$ cat config.mk
export PLATFORM = sky130hd
export DESIGN_NAME = mem_port_arbiter
export DESIGN_NICKNAME = d
export VERILOG_FILES = /design/src/rtl/mem_port_arbiter.sv
export SDC_FILE = /design/constraint.sdc
export NUM_CORES = 1
export LEC_CHECK = 0
export BUFFER_PORTS_ARGS = -buffer_cell sky130_fd_sc_hd__buf_2
export CORE_ASPECT_RATIO = 1.25
export CORE_MARGIN = 1.5
export CORE_UTILIZATION = 42
export DETAILED_ROUTE_END_ITERATION = 16
export PLACE_DENSITY = 0.8
export SLEW_MARGIN = 20
export SYNTH_ARGS = -nofsm -noshare
export SYNTH_HDL_FRONTEND = slang
export SYNTH_SLANG_ARGS = --single-unit
$ cat constraint.sdc
create_clock -name clk_i -period 2.85 [get_ports clk_i]
set_clock_uncertainty 0.2 [all_clocks]
set_input_delay 0.57 -clock clk_i [delete_from_list [all_inputs] [get_ports clk_i]]
set_output_delay 0.57 -clock clk_i [all_outputs]
set_load 0.1 [all_outputs]
$ cat src/rtl/mem_port_arbiter.sv
// Round-robin arbiter sharing one single-ported memory between instruction fetch and load/store.
// Define MEM_ARB_TIMEOUT_EN to abort a memory access that stalls in WAIT for TIMEOUT_CYCLES.
module mem_port_arbiter #(
  parameter int ADDR_W         = 32,
  parameter int DATA_W         = 32,
  parameter int TIMEOUT_CYCLES = 64
) (
  input  logic                clk_i,
  input  logic                reset_i,
  input  logic                if_req_i,
  input  logic [ADDR_W-1:0]   if_addr_i,
  output logic                if_ack_o,
  output logic [DATA_W-1:0]   if_rdata_o,
  input  logic                d_req_i,
  input  logic                d_we_i,
  input  logic [ADDR_W-1:0]   d_addr_i,
  input  logic [DATA_W-1:0]   d_wdata_i,
  input  logic [DATA_W/8-1:0] d_be_i,
  output logic                d_ack_o,
  output logic [DATA_W-1:0]   d_rdata_o,
  output logic                m_req_o,
  output logic                m_we_o,
  output logic [ADDR_W-1:0]   m_addr_o,
  output logic [DATA_W-1:0]   m_wdata_o,
  output logic [DATA_W/8-1:0] m_be_o,
  input  logic                m_ack_i,
  input  logic [DATA_W-1:0]   m_rdata_i,
  output logic                busy_o,
  output logic                err_o
);

  localparam int BE_W = DATA_W / 8;

  typedef enum logic [1:0] {
    IDLE,
    WAIT,
    RESP
  } state_e;

  state_e              state_q, state_d;
  logic                grantData_q, grantData_d;
  logic                lastGrantData_q, lastGrantData_d;
  logic                ifAck_q, ifAck_d;
  logic                dAck_q, dAck_d;
  logic [DATA_W-1:0]   ifRdata_q, ifRdata_d;
  logic [DATA_W-1:0]   dRdata_q, dRdata_d;
  logic                mReq_q, mReq_d;
  logic                mWe_q, mWe_d;
  logic [ADDR_W-1:0]   mAddr_q, mAddr_d;
  logic [DATA_W-1:0]   mWdata_q, mWdata_d;
  logic [BE_W-1:0]     mBe_q, mBe_d;
  logic                busy_q, busy_d;
  logic                err_d;

  logic                pickData;
  logic                finish;
  logic [DATA_W-1:0]   respData;
  logic                respErr;

`ifdef MEM_ARB_TIMEOUT_EN
  localparam int CNT_W = $clog2(TIMEOUT_CYCLES + 1);
  logic [CNT_W-1:0] waitCnt_q, waitCnt_d;
  logic             err_q;
`endif

  always_comb begin
    state_d         = state_q;
    grantData_d     = grantData_q;
    lastGrantData_d = lastGrantData_q;
    ifAck_d         = 1'b0;
    dAck_d          = 1'b0;
    ifRdata_d       = ifRdata_q;
    dRdata_d        = dRdata_q;
    mReq_d          = mReq_q;
    mWe_d           = mWe_q;
    mAddr_d         = mAddr_q;
    mWdata_d        = mWdata_q;
    mBe_d           = mBe_q;
    busy_d          = busy_q;
    err_d           = 1'b0;
    pickData        = 1'b0;
    finish          = 1'b0;
    respData        = '0;
    respErr         = 1'b0;
`ifdef MEM_ARB_TIMEOUT_EN
    waitCnt_d       = waitCnt_q;
`endif

    case (state_q)
      IDLE: begin
        if (if_req_i || d_req_i) begin
          // On a tie the port that did not win last time gets the memory
          pickData        = d_req_i && (!if_req_i || !lastGrantData_q);
          grantData_d     = pickData;
          lastGrantData_d = pickData;
          mReq_d          = 1'b1;
          busy_d          = 1'b1;
          state_d         = WAIT;
`ifdef MEM_ARB_TIMEOUT_EN
          waitCnt_d       = '0;
`endif
          if (pickData) begin
            mWe_d    = d_we_i;
            mAddr_d  = d_addr_i;
            mWdata_d = d_wdata_i;
            mBe_d    = d_be_i;
          end else begin
            mWe_d    = 1'b0;
            mAddr_d  = if_addr_i;
            mWdata_d = '0;
            mBe_d    = {BE_W{1'b1}};
          end
        end
      end

      WAIT: begin
        if (m_ack_i) begin
          finish   = 1'b1;
          respData = mWe_q ? '0 : m_rdata_i;
        end
`ifdef MEM_ARB_TIMEOUT_EN
        else if (waitCnt_q == CNT_W'(TIMEOUT_CYCLES - 1)) begin
          finish  = 1'b1;
          respErr = 1'b1;
        end else if (waitCnt_q != {CNT_W{1'b1}}) begin
          waitCnt_d = waitCnt_q + CNT_W'(1);
        end
`endif
        if (finish) begin
          mReq_d  = 1'b0;
          err_d   = respErr;
          state_d = RESP;
          if (grantData_q) begin
            dAck_d   = 1'b1;
            dRdata_d = respData;
          end else begin
            ifAck_d   = 1'b1;
            ifRdata_d = respData;
          end
        end
      end

      RESP: begin
        busy_d  = 1'b0;
        state_d = IDLE;
      end

      default: begin
        mReq_d  = 1'b0;
        busy_d  = 1'b0;
        state_d = IDLE;
      end
    endcase
  end

  // Reset abandons any in-flight access; last grant starts at fetch so the first tie favours data
  always_ff @(posedge clk_i) begin
    if (reset_i) begin
      state_q         <= IDLE;
      grantData_q     <= 1'b0;
      lastGrantData_q <= 1'b0;
      ifAck_q         <= 1'b0;
      dAck_q          <= 1'b0;
      ifRdata_q       <= '0;
      dRdata_q        <= '0;
      mReq_q          <= 1'b0;
      mWe_q           <= 1'b0;
      mAddr_q         <= '0;
      mWdata_q        <= '0;
      mBe_q           <= '0;
      busy_q          <= 1'b0;
`ifdef MEM_ARB_TIMEOUT_EN
      waitCnt_q       <= '0;
      err_q           <= 1'b0;
`endif
    end else begin
      state_q         <= state_d;
      grantData_q     <= grantData_d;
      lastGrantData_q <= lastGrantData_d;
      ifAck_q         <= ifAck_d;
      dAck_q          <= dAck_d;
      ifRdata_q       <= ifRdata_d;
      dRdata_q        <= dRdata_d;
      mReq_q          <= mReq_d;
      mWe_q           <= mWe_d;
      mAddr_q         <= mAddr_d;
      mWdata_q        <= mWdata_d;
      mBe_q           <= mBe_d;
      busy_q          <= busy_d;
`ifdef MEM_ARB_TIMEOUT_EN
      waitCnt_q       <= waitCnt_d;
      err_q           <= err_d;
`endif
    end
  end

  assign if_ack_o   = ifAck_q;
  assign if_rdata_o = ifRdata_q;
  assign d_ack_o    = dAck_q;
  assign d_rdata_o  = dRdata_q;
  assign m_req_o    = mReq_q;
  assign m_we_o     = mWe_q;
  assign m_addr_o   = mAddr_q;
  assign m_wdata_o  = mWdata_q;
  assign m_be_o     = mBe_q;
  assign busy_o     = busy_q;

`ifdef MEM_ARB_TIMEOUT_EN
  assign err_o = err_q;
`else
  // Without the timeout path no access can be aborted, so err is constant 0
  assign err_o = (TIMEOUT_CYCLES < 0) && err_d;
`endif

endmodule

After elaboration in Yosys (flattened, before gate mapping)
Index checks and enable logic that the tools add are counted.
W data, S select, Z words.
Word-level totals
  ROM bits: 0
  memories kept: 0
  bits in latches: 0
  bits of input ports: 138
  bits in writable memories: 0
  register bits: 140
Operators by class
  reductions and logical operators: 13
  divide/modulo/power cells: 0
  multiplexer cells: 17
  $lt $le $gt $ge: 0
  shift operators: 0
  bitwise gates (word level): 4
  equality and inequality tests: 4
  $add $sub $neg: 0
  $mul: 0
Operators by type and width (number)
  $mux W32: 4
  $reduce_and A3 Y1: 3
  $mux W1: 7
  $reduce_and A2 Y1: 3
  $mux W2: 2
  $mux W4: 1
  $ne A2 B2 Y1 const B: 2
  $not A1 Y1: 4
  $pmux W2 S2: 1
  $pmux W1 S3: 1
  $reduce_or A3 Y1: 1
  $eq A2 B1 Y1 const B: 1
  $eq A2 B2 Y1 const B: 1
  $logic_not A1 Y1: 2
  $logic_not A2 Y1: 1
  $logic_or A1 B1 Y1: 2
  $pmux W1 S2: 1
  $logic_and A1 B1 Y1: 1

Longest topological paths before layout
Gate-level depths: netlist of run 1.
  depth in word-level cells: 4
  depth in mapped cells: 6
  depth with buffers taken out: 3

Worst setup path before layout of run 1
Ideal clock, no wire load.
  path type: reg2reg
  start point: reg mWe_q (netlist: m_we_o)
  end point: reg ifRdata_q[10] (netlist: if_rdata_o[10])
  arrival time: 1533 ps
  clock period less this slack: 1860 ps
  library setup time: 128 ps
  buffers on the path: 2
  setup slack: 990 ps
  cell stages (with the launch flop): 6
  cells stage by stage: dfxtp_1 nor3b_1 buf_2 buf_2 nand3_1 o21ai_1
Between the ends
  longest elaborated chain between the ends: 2
Ends and longest elaborated chain
  start: declaration: line 48  | logic mWe_q, mWe_d;
  start signal: assignment: line 185  | mWe_q <= mWe_d;
  $mux W32: line 119  | respData = mWe_q ? '0 : m_rdata_i;
  $mux W32: line 117  | if (m_ack_i) begin
  end signal: assignment: line 182  | ifRdata_q <= ifRdata_d;
  end: declaration: line 45  | logic [DATA_W-1:0] ifRdata_q, ifRdata_d;
Every way passes these cells.
A chain may end at the register's enable or synchronous reset.

Worst setup path in the final report of run 1
  start point: reg mWe_q (netlist: m_we_o)
  end point: out m_we_o
RTL lines
  end: declaration: line 22  | output logic m_we_o,
No word-level cell between the ends.

==> results_dict.tcl, run 1 <==
set metrics [dict create \
    ios 276 \
    leakage_nw 3.41 \
    tightest_slew_ps 623 \
    firstDrtPassIters 4 \
    fin_crit_sh_pct 70.8 \
    critPathLaunchType "flop" \
    report.final.slew_viol_count 0 \
    power_per_cell_area_nw_per_um2 784 \
    worstSetupPathType "reg -> out" \
    antenna_found_initial 0 \
    hold_class "in -> reg" \
    final_cells 1081 \
    critPathMaxStageDelay_ps 460 \
    cp-end-kind "output port" \
    core_um2 13100 \
    grt_pass1_vias 5254 \
    h-tree-depth 4 \
    fillers 1249 \
    crit_family "buffers and inverters" \
    required_ps 2080 \
    status "finished clean" \
    cts-hold-fix-buffers 0 \
    crit_slowest_cell "buf_2" \
    drt_iter0_drc 335 \
    area_growth_pct 36.7 \
    ant_nets 0 \
    tritoncts "done" \
    post_cts.repair.setup_buffers 0 \
    synth.net_count 799 \
    clockBufferDepth 2 \
    cts.sinks 140 \
    grt_util_all_layers_pct 22.3 \
    dieArea_um2 14000 \
    nets 1035 \
    dp_hpwl_mm 11.0 \
    ys_warn_count 0 \
    rsz0062_at_grt "false" \
    avgSynthCellArea_um2 8.47 \
    clk_pin_slew_ps 60 \
    syn_area_um2 5600 \
    wirelength_mm 16.1 \
    irDropWorstVdd_uv 466 \
    crit_fanout 3 \
    setup_viol 0 \
    numPortBuffers 274 \
    antenna_cells 0 \
    fin_crit_ps 2020 \
    slew_headroom_pct 58.5 \
    grt_pass1_wl_mm 25.6 \
    maxCapViolations 0 \
    chipWidth_um 106 \
    synth_seq_cells 140 \
    dp_cells 1048 \
    synthCells 661 \
    cts_root_buffer "clkbuf_16" \
    multiInputGateArea_um2 2450 \
    regArea_um2 2800 \
    critPathBufInv 1 \
    synth_cell_types 32 \
    gr-total-overflow 0 \
    crit_chain "buf_2" \
    cts_buffers 17 \
    die_height_um 132 \
    hold_viol 0 \
    post_cts_resized 0 \
    fin_setup_tns_ps 0 \
    start_util_pct 42.7 \
    layout_commonest_cell "buf_2" \
    layout_common_cells "buf_2 (274), dfxtp_1 (140), nand2_1 (130), o21ai_1 (94), a21oi_1 (66)" \
    fmax_ghz 0.496 \
    drcViolationCount 0 \
    rows 47 \
    grt_max_degree 66 \
    dr_total_vias 5740 \
    gp_congestion 0.797 \
    drt-wirelength-per-cell_um 14.9 \
    arrival_ps 1250 \
    post_route_cells_drive_above_1_share_pct 38.2 \
    vias_per_cell 5.31 \
    ys_seq_area_share_pct 50.0 \
    clk_latency_ps 400 \
]
==> cells in the mapped netlist <==
cell / number / area [um^2]
buf_2: 36 / 180
or2_1: 2 / 12.5
a21oi_1: 66 / 330
a21bo_2: 1 / 10.0
and2_1: 1 / 6.26
nand4b_1: 1 / 8.76
o221a_1: 4 / 45.0
nor2_1: 3 / 11.3
o211a_1: 1 / 10.0
buf_4: 4 / 30.0
clkbuf_1: 23 / 86.3
a2111oi_0: 1 / 8.76
nand2_1: 130 / 488
a311oi_2: 20 / 300
o21ai_0: 5 / 25.0
o21a_1: 1 / 7.51
nor2b_1: 1 / 6.26
nor3_1: 1 / 5.00
dfxtp_1: 140 / 2800
nand4_1: 33 / 206
a21boi_4: 1 / 18.8
nand3_1: 65 / 325
a311oi_1: 12 / 105
conb_1: 1 / 3.75
nor2_2: 1 / 6.26
nor2_4: 1 / 11.3
nor3b_1: 1 / 7.51
inv_2: 1 / 3.75
buf_6: 3 / 33.8
and4bb_1: 1 / 12.5
buf_1: 6 / 22.5
o21ai_1: 94 / 470
==> state kept, by name, indices dropped and copies added (netlist names) <==
name / count
d_rdata_o: 32
if_rdata_o: 32
m_addr_o: 32
m_wdata_o: 32
m_be_o: 4
state_q: 2
busy_o: 1
d_ack_o: 1
if_ack_o: 1
lastGrantData_q: 1
m_req_o: 1
m_we_o: 1
==> per-layer routing <==
metal / wire [um] / vias to the layer above / track usage, %
met1: 6630 / 2616 / 27.4
met2: 7900 / 244 / 36.4
met4: 570 / 0 / 10.7
met5: 0 / - / 0
li1: - / 2836 / -
met3: 1020 / 44 / 5.49
==> path summary, 6_finish.rpt <==
check	startpoint	endpoint	slack, ps	depth (start not counted)
worst min-delay path	m_rdata_i[4]	if_rdata_o[4]$_SDFFE_PP0P_	210	3
worst min register to register	if_rdata_o[26]$_SDFFE_PP0P_	if_rdata_o[26]$_SDFFE_PP0P_	240	2
worst max register to register	state_q[1]$_SDFFE_PP0P_	m_addr_o[2]$_SDFFE_PP0P_	890	4
worst max-delay path	m_we_o$_SDFFE_PP0P_	m_we_o	830	1
==> where the power goes <==
part	total, W	internal, W	leakage [nW]	switching [W]
combinational	0.00142	0.000283	1.95	0.00113
clock	0.00246	0.00158	0.318	0.000884
sequential	0.00212	0.00207	1.14	0.0000585
total	0.00600	0.00393	3.41	0.00208
==> through the flow <==
step	total power [W]	utilization (%)	instance area (um^2)	hold slack [ps]	setup WS [ps]
floorplan	0.00330	-	5600	275	990
global placement	0.00356	53.2	6980	233	603
detailed placement	0.00357	53.2	6980	239	567
CTS	0.00604	58.2	7640	184	681
global route	0.00621	58.4	7660	197	762
finish	0.00600	58.4	7660	207	834
==> layout make-up <==
| cell class | instances | area share (%) |
|---|---|---|
| clock buffers | 18 | 5.61 |
| clock inverters | 14 | 3.01 |
| flip-flops and latches | 140 | 36.6 |
| well taps | 171 | 2.79 |
| inverters | 1 | 0.0490 |
| repair buffers | 289 | 19.9 |
| multi-input cells | 448 | 32.1 |
==> cell families (layout without fill, tap and decap cells) <==
logic type             count (synthesis)  in the layout  synth area share [%]
other                                  1              1                0.0669
flip-flops                           140            140                  50.0
AND/OR/NAND/NOR                      241            241                  19.8
AO/OA/AOI/OAI                        206            206                  23.8
buffers and inverters                 73            322                  6.37
No activity file was read; power rests on OpenSTA's default activity.
==> run 2: changes to the inputs <==
Settings changed: ABC_AREA set to 1, PLACE_DENSITY 0.8 to 0.79.
Clock period 2.85 ns to 2.1 ns, I/O delays scaled along.
==> run 2 against run 1 <==
Critical path depth stayed put. Register-to-register slack worse by 370 ps. Via count is 11% higher. Combinational power is 51% higher. Flip-flop and latch count stayed put. Non-clock buffer count is 1 lower. Global-route usage is 0.60 points lower. Clock power is 18% higher. Core utilization is 1.1 points lower. Synthesized cell count is 44% higher. Highest routed layer unchanged. Synthesized area is 8.9% higher. Final area is 6.9% higher.
==> results_dict.tcl, run 2 <==
set metrics [dict create \
    r2r-end "m_addr_o[13]$_SDFFE_PP0P_" \
    h-tree-depth 4 \
    vias_per_cell 4.55 \
    cts.sinks 140 \
    fin_crit_ps 1830 \
    gr-total-overflow 0 \
    utilization_pct 57.3 \
    post_cts.repair.setup_buffers 0 \
    synth_cell_types 18 \
    r2r_start "state_q[1]$_SDFFE_PP0P_" \
    reg2reg_setup_slack_ps 520 \
    die_height_um 138 \
    critPathMaxStageDelay_ps 440 \
    required_ps 1480 \
    synth-edff-count 0 \
    ff2ff_path_depth 7 \
    post_route_cells_drive_above_1_share_pct 26.9 \
    synth_seq_cells 140 \
    crit_chain "buf_2" \
    start_util_pct 42.7 \
    synthCells 955 \
    drt_iter0_drc 356 \
    irDropWorstVdd_uv 620 \
    ys_seq_area_share_pct 45.9 \
    drt-wirelength-per-cell_um 12.1 \
    yosysTopAreaCell "dfxtp_1" \
    synth_flop_cell "dfxtp_1" \
    fin_crit_sh_pct 87.2 \
    holdPathStages 3 \
    layout_commonest_cell "nand2_1" \
    setup_viol 0 \
    crit_family "buffers and inverters" \
    chipWidth_um 111 \
    dp_hpwl_mm 11.5 \
    post_synth_main_area_contributors "dfxtp_1 (46%), nand2_1 (17%), nor2_1 (15%)" \
    antenna_found_initial 0 \
    multiInputGateArea_um2 2530 \
    cts_buffers 17 \
    ys_warn_count 0 \
    min_to "m_be_o[2]$_SDFFE_PP0P_" \
    clk_pin_slew_ps 70 \
    status "finished clean" \
    fin_setup_tns_ps 0 \
    gp_congestion 0.781 \
    async_reset_ff_share_pct 0 \
    ant_nets 0 \
    crit_slowest_cell "buf_2" \
    p_int_w 0.00494 \
    grt_util_all_layers_pct 21.7 \
    fillers 1417 \
    layout_common_cells "nand2_1 (275), buf_2 (274), nor2_1 (239), dfxtp_1 (140), inv_1 (129)" \
    rows 49 \
    worstHoldStart "d_be_i[2]" \
    firstDrtPassIters 4 \
    use_met1_pct 26.0 \
    core_um2 14300 \
    tightest_slew_ps 531 \
    numPortBuffers 274 \
    worstSetupPathType "reg -> out" \
    hold_slack_ps 73.2 \
    clockBufferDepth 2 \
    leakage_nw 4.59 \
    clk_latency_ps 400 \
    p_seq_share_pct 36.4 \
    post_cts_resized 0 \
    grt_pass1_vias 5704 \
    met3_usage_pct 5.10 \
    grt_max_degree 75 \
    yosysTopAreaCellShare_pct 45.9 \
    avgSynthCellArea_um2 6.39 \
    cts-hold-fix-buffers 0 \
    ys_top_cells_by_count "nand2_1 (275), nor2_1 (239), dfxtp_1 (140), inv_1 (130), a21oi_1 (69)" \
    arrival_ps 1210 \
    ios 276 \
    slew_headroom_pct 64.8 \
    wirelength_mm 17.0 \
    tritoncts "done" \
    maxCapViolations 0 \
    post-synth-top-count-cell "nand2_1" \
    rsz0062_at_grt "false" \
    hold_class "in -> reg" \
    syn_area_um2 6100 \
    cts_root_buffer "clkbuf_16" \
    dr_total_vias 6363 \
    dieArea_um2 15300 \
    critPathLaunchType "flop" \
    critPathBufInv 1 \
    regArea_um2 2800 \
    area_growth_pct 34.2 \
    cp-end-kind "output port" \
    crit_fanout 2 \
    top_usage_layer "met2" \
    fmax_ghz 0.546 \
    nets 1345 \
    drcViolationCount 0 \
    power.switching_w 0.00300 \
    synth.net_count 1093 \
    report.final.slew_viol_count 0 \
    netSwitchingFraction_pct 37.8 \
    grtUsageMet2_pct 38.4 \
    startpoint "m_addr_o[17]$_SDFFE_PP0P_" \
    grt_pass1_wl_mm 27.0 \
    hold_viol 0 \
    pwr-share-comb_pct 27.0 \
    power_per_cell_area_nw_per_um2 970 \
    clockPowerShare_pct 36.6 \
]
==> run 2: per-stage QoR <==
stage	std cells	total power [W]	area, um^2	worst slack [ps]
after global routing	1398	0.00829	8190	221
after CTS	1398	0.00803	8190	224
after floorplan	955	0.00465	6100	49.4
final	1399	0.00794	8190	270
after global placement	1366	0.00508	7610	428
after detailed placement	1366	0.00510	7610	354
==> run 2: layer usage <==
metal / share of wire (%) / vias up / wire (um)
met5: 0 / - / 0
met4: 1.4 / 0 / 240
met3: 6.3 / 17 / 1070
met2: 49 / 206 / 8370
met1: 43 / 2823 / 7300
li1: - / 3317 / -
==> run 2: power by group through the flow <==
stage	clock network, W	logic (W)	registers, W
2_1_floorplan	0	0.000595	0.00405
3_3_place_gp	0	0.00213	0.00295
3_5_place_dp	0	0.00215	0.00295
4_1_cts	0.00298	0.00215	0.00289
5_1_grt	0.00310	0.00228	0.00291
6_report	0.00291	0.00214	0.00289
==> run 2: cells by family (layout without fill, tap and decap cells) <==
logic type | count (synthesis) | after routing | synth area share, %
other | 1 | 2 | 0.0615
AO/OA/AOI/OAI | 107 | 107 | 8.84
buffers and inverters | 187 | 452 | 12.8
flip-flops | 140 | 140 | 45.9
AND/OR/NAND/NOR | 520 | 520 | 32.3
==> run 2: area by class of cell <==
class | count | share of cell area, %
diodes | 1 | 0.0306
clock buffers | 19 | 5.41
clock inverters | 13 | 1.60
inverters | 132 | 6.05
multi-input cells | 628 | 30.9
flip-flops and latches | 140 | 34.2
well taps | 178 | 2.72
repair buffers | 288 | 19.1
==> run 2: worst max-delay path by stage <==
stage                                       to  cells past startpoint
detailed placement   m_addr_o[13]$_SDFFE_PP0P_                      7
global placement      m_addr_o[3]$_SDFFE_PP0P_                      7
finish                            m_addr_o[17]                      1
floorplan           d_rdata_o[11]$_SDFFE_PP0P_                      6
global route                      m_addr_o[17]                      1
CTS                               m_addr_o[17]                      1
==> run 2: worst register-to-register path: stages, from the launching register on <==
cell and delay [ps]:
dfxtp_1 340, inv_2 70, nand2_1 100, nor2_4 140, buf_4 340, nand2_1 110, nor2_1 110, nor2_1 50
==> run 3: changes to the inputs <==
Settings changed: GPL_ROUTABILITY_DRIVEN set to 0, RECOVER_POWER set to 25.
==> run 3 against run 2 <==
Fmax shrank 0.34%. Cell count is the same. Critical path depth is the same. Core utilization shrank 0.23 points. First-iteration DRC count shrank 0.56%. Die area is the same. Clock-buffer cell count is the same. Via count grew 0.17%. Critical path type unchanged. Critical endpoint unchanged.
==> results_dict.tcl, run 3 (synthesis results as in run 2) <==
set metrics [dict create \
    dp_hpwl_mm 11.5 \
    post_cts_resized 0 \
    critPathLaunchType "flop" \
    arrival_ps 1220 \
    rows 49 \
    nets 1345 \
    fin_ws_ps 263 \
    power_per_cell_area_nw_per_um2 972 \
    crit_fanout 2 \
    setup_viol 0 \
    firstDrtPassIters 4 \
    hold_class "in -> reg" \
    status "finished clean" \
    gr-total-overflow 0 \
    p_int_w 0.00493 \
    ant_nets 0 \
    post_route_cells_drive_above_1_share_pct 26.8 \
    ios 276 \
    grt_max_degree 75 \
    reg2reg_setup_slack_ps 300 \
    clk_pin_slew_ps 70 \
    netSwitchingFraction_pct 37.8 \
    holdPathStages 3 \
    slew_headroom_pct 46.6 \
    grt_pass1_wl_mm 27.0 \
    fin_crit_ps 1840 \
    clockBufferDepth 2 \
    layout_commonest_cell "nand2_1" \
    drt-wirelength-per-cell_um 12.1 \
    fin_setup_tns_ps 0 \
    die_height_um 138 \
    numPortBuffers 274 \
    cts_buffers 17 \
    post_cts.repair.setup_buffers 0 \
    grt_pass1_vias 5704 \
    dieArea_um2 15300 \
    layout_common_cells "nand2_1 (275), buf_2 (274), nor2_1 (239), dfxtp_1 (140), inv_1 (130)" \
    leakage_nw 4.58 \
    chipWidth_um 111 \
    worstSetupPathType "reg -> out" \
    power.switching_w 0.00300 \
    fmax_ghz 0.544 \
    cts.sinks 140 \
    required_ps 1480 \
    tightest_slew_ps 801 \
    drt_iter0_drc 354 \
    report.final.slew_viol_count 0 \
    cts-hold-fix-buffers 0 \
    crit_chain "buf_2" \
    cts_root_buffer "clkbuf_16" \
    ff2ff_path_depth 6 \
    wirelength_mm 17.0 \
    tritoncts "done" \
    h-tree-depth 4 \
    irDropWorstVdd_uv 621 \
    antenna_found_initial 0 \
    critPathMaxStageDelay_ps 440 \
    p_seq_share_pct 36.5 \
    crit_family "buffers and inverters" \
    area_growth_pct 33.7 \
    crit_slowest_cell "buf_2" \
    critPathBufInv 1 \
    maxCapViolations 0 \
    rsz0062_at_grt "false" \
    clockPowerShare_pct 36.7 \
    clk_latency_ps 400 \
    drcViolationCount 0 \
    dp_slack_ps 354 \
    cp-end-kind "output port" \
    core_um2 14300 \
    grt_util_all_layers_pct 21.7 \
    vias_per_cell 4.56 \
    pwr-share-comb_pct 26.9 \
    dr_total_vias 6374 \
    fin_crit_sh_pct 87.5 \
    cp.depth 1 \
    hold_viol 0 \
    start_util_pct 42.7 \
]
-- run 3: worst paths after layout --
kind / from / end
setup / recovery: m_addr_o[17]$_SDFFE_PP0P_ / m_addr_o[17]
setup reg to reg: state_q[1]$_SDFFE_PP0P_ / m_addr_o[29]$_SDFFE_PP0P_
hold / removal: d_be_i[2] / m_be_o[2]$_SDFFE_PP0P_
hold reg to reg: busy_o$_SDFFE_PP0P_ / busy_o$_SDFFE_PP0P_
-- run 3: layout make-up --
class                   count  area [um^2]
repair buffers            288         1530
fillers                  1422         6130
clock buffers              19          443
clock inverters            13          131
diodes                      1         2.50
inverters                 132          495
well taps                 178          223
flip-flops and latches    140         2800
multi-input cells         628         2530
-- run 3: power by group through the flow --
stage,clock network [W],logic [W],registers (W)
2_1_floorplan,0,0.000595,0.00405
5_1_grt,0.00310,0.00227,0.00291
3_3_place_gp,0,0.00213,0.00295
4_1_cts,0.00298,0.00215,0.00289
3_5_place_dp,0,0.00215,0.00295
6_report,0.00291,0.00213,0.00289
-- run 3: per-stage QoR --
step / utilization (%) / total power, W / cells / instance area, um^2 / hold WS (ps)
2_1_floorplan: - / 0.00465 / 955 / 6100 / 279
3_3_place_gp: 53.3 / 0.00508 / 1366 / 7610 / 245
3_5_place_dp: 53.3 / 0.00510 / 1366 / 7610 / 252
4_1_cts: 57.3 / 0.00803 / 1398 / 8190 / 54.3
5_1_grt: 57.1 / 0.00828 / 1398 / 8150 / 69.7
6_report: 57.1 / 0.00793 / 1399 / 8160 / 73.4
-- run 3: per-layer routing --
layer	global-route usage, %	share of wire, %
met1	26.0	43
met3	5.10	6.3
met4	7.26	1.3
met2	38.4	49
met5	0	0
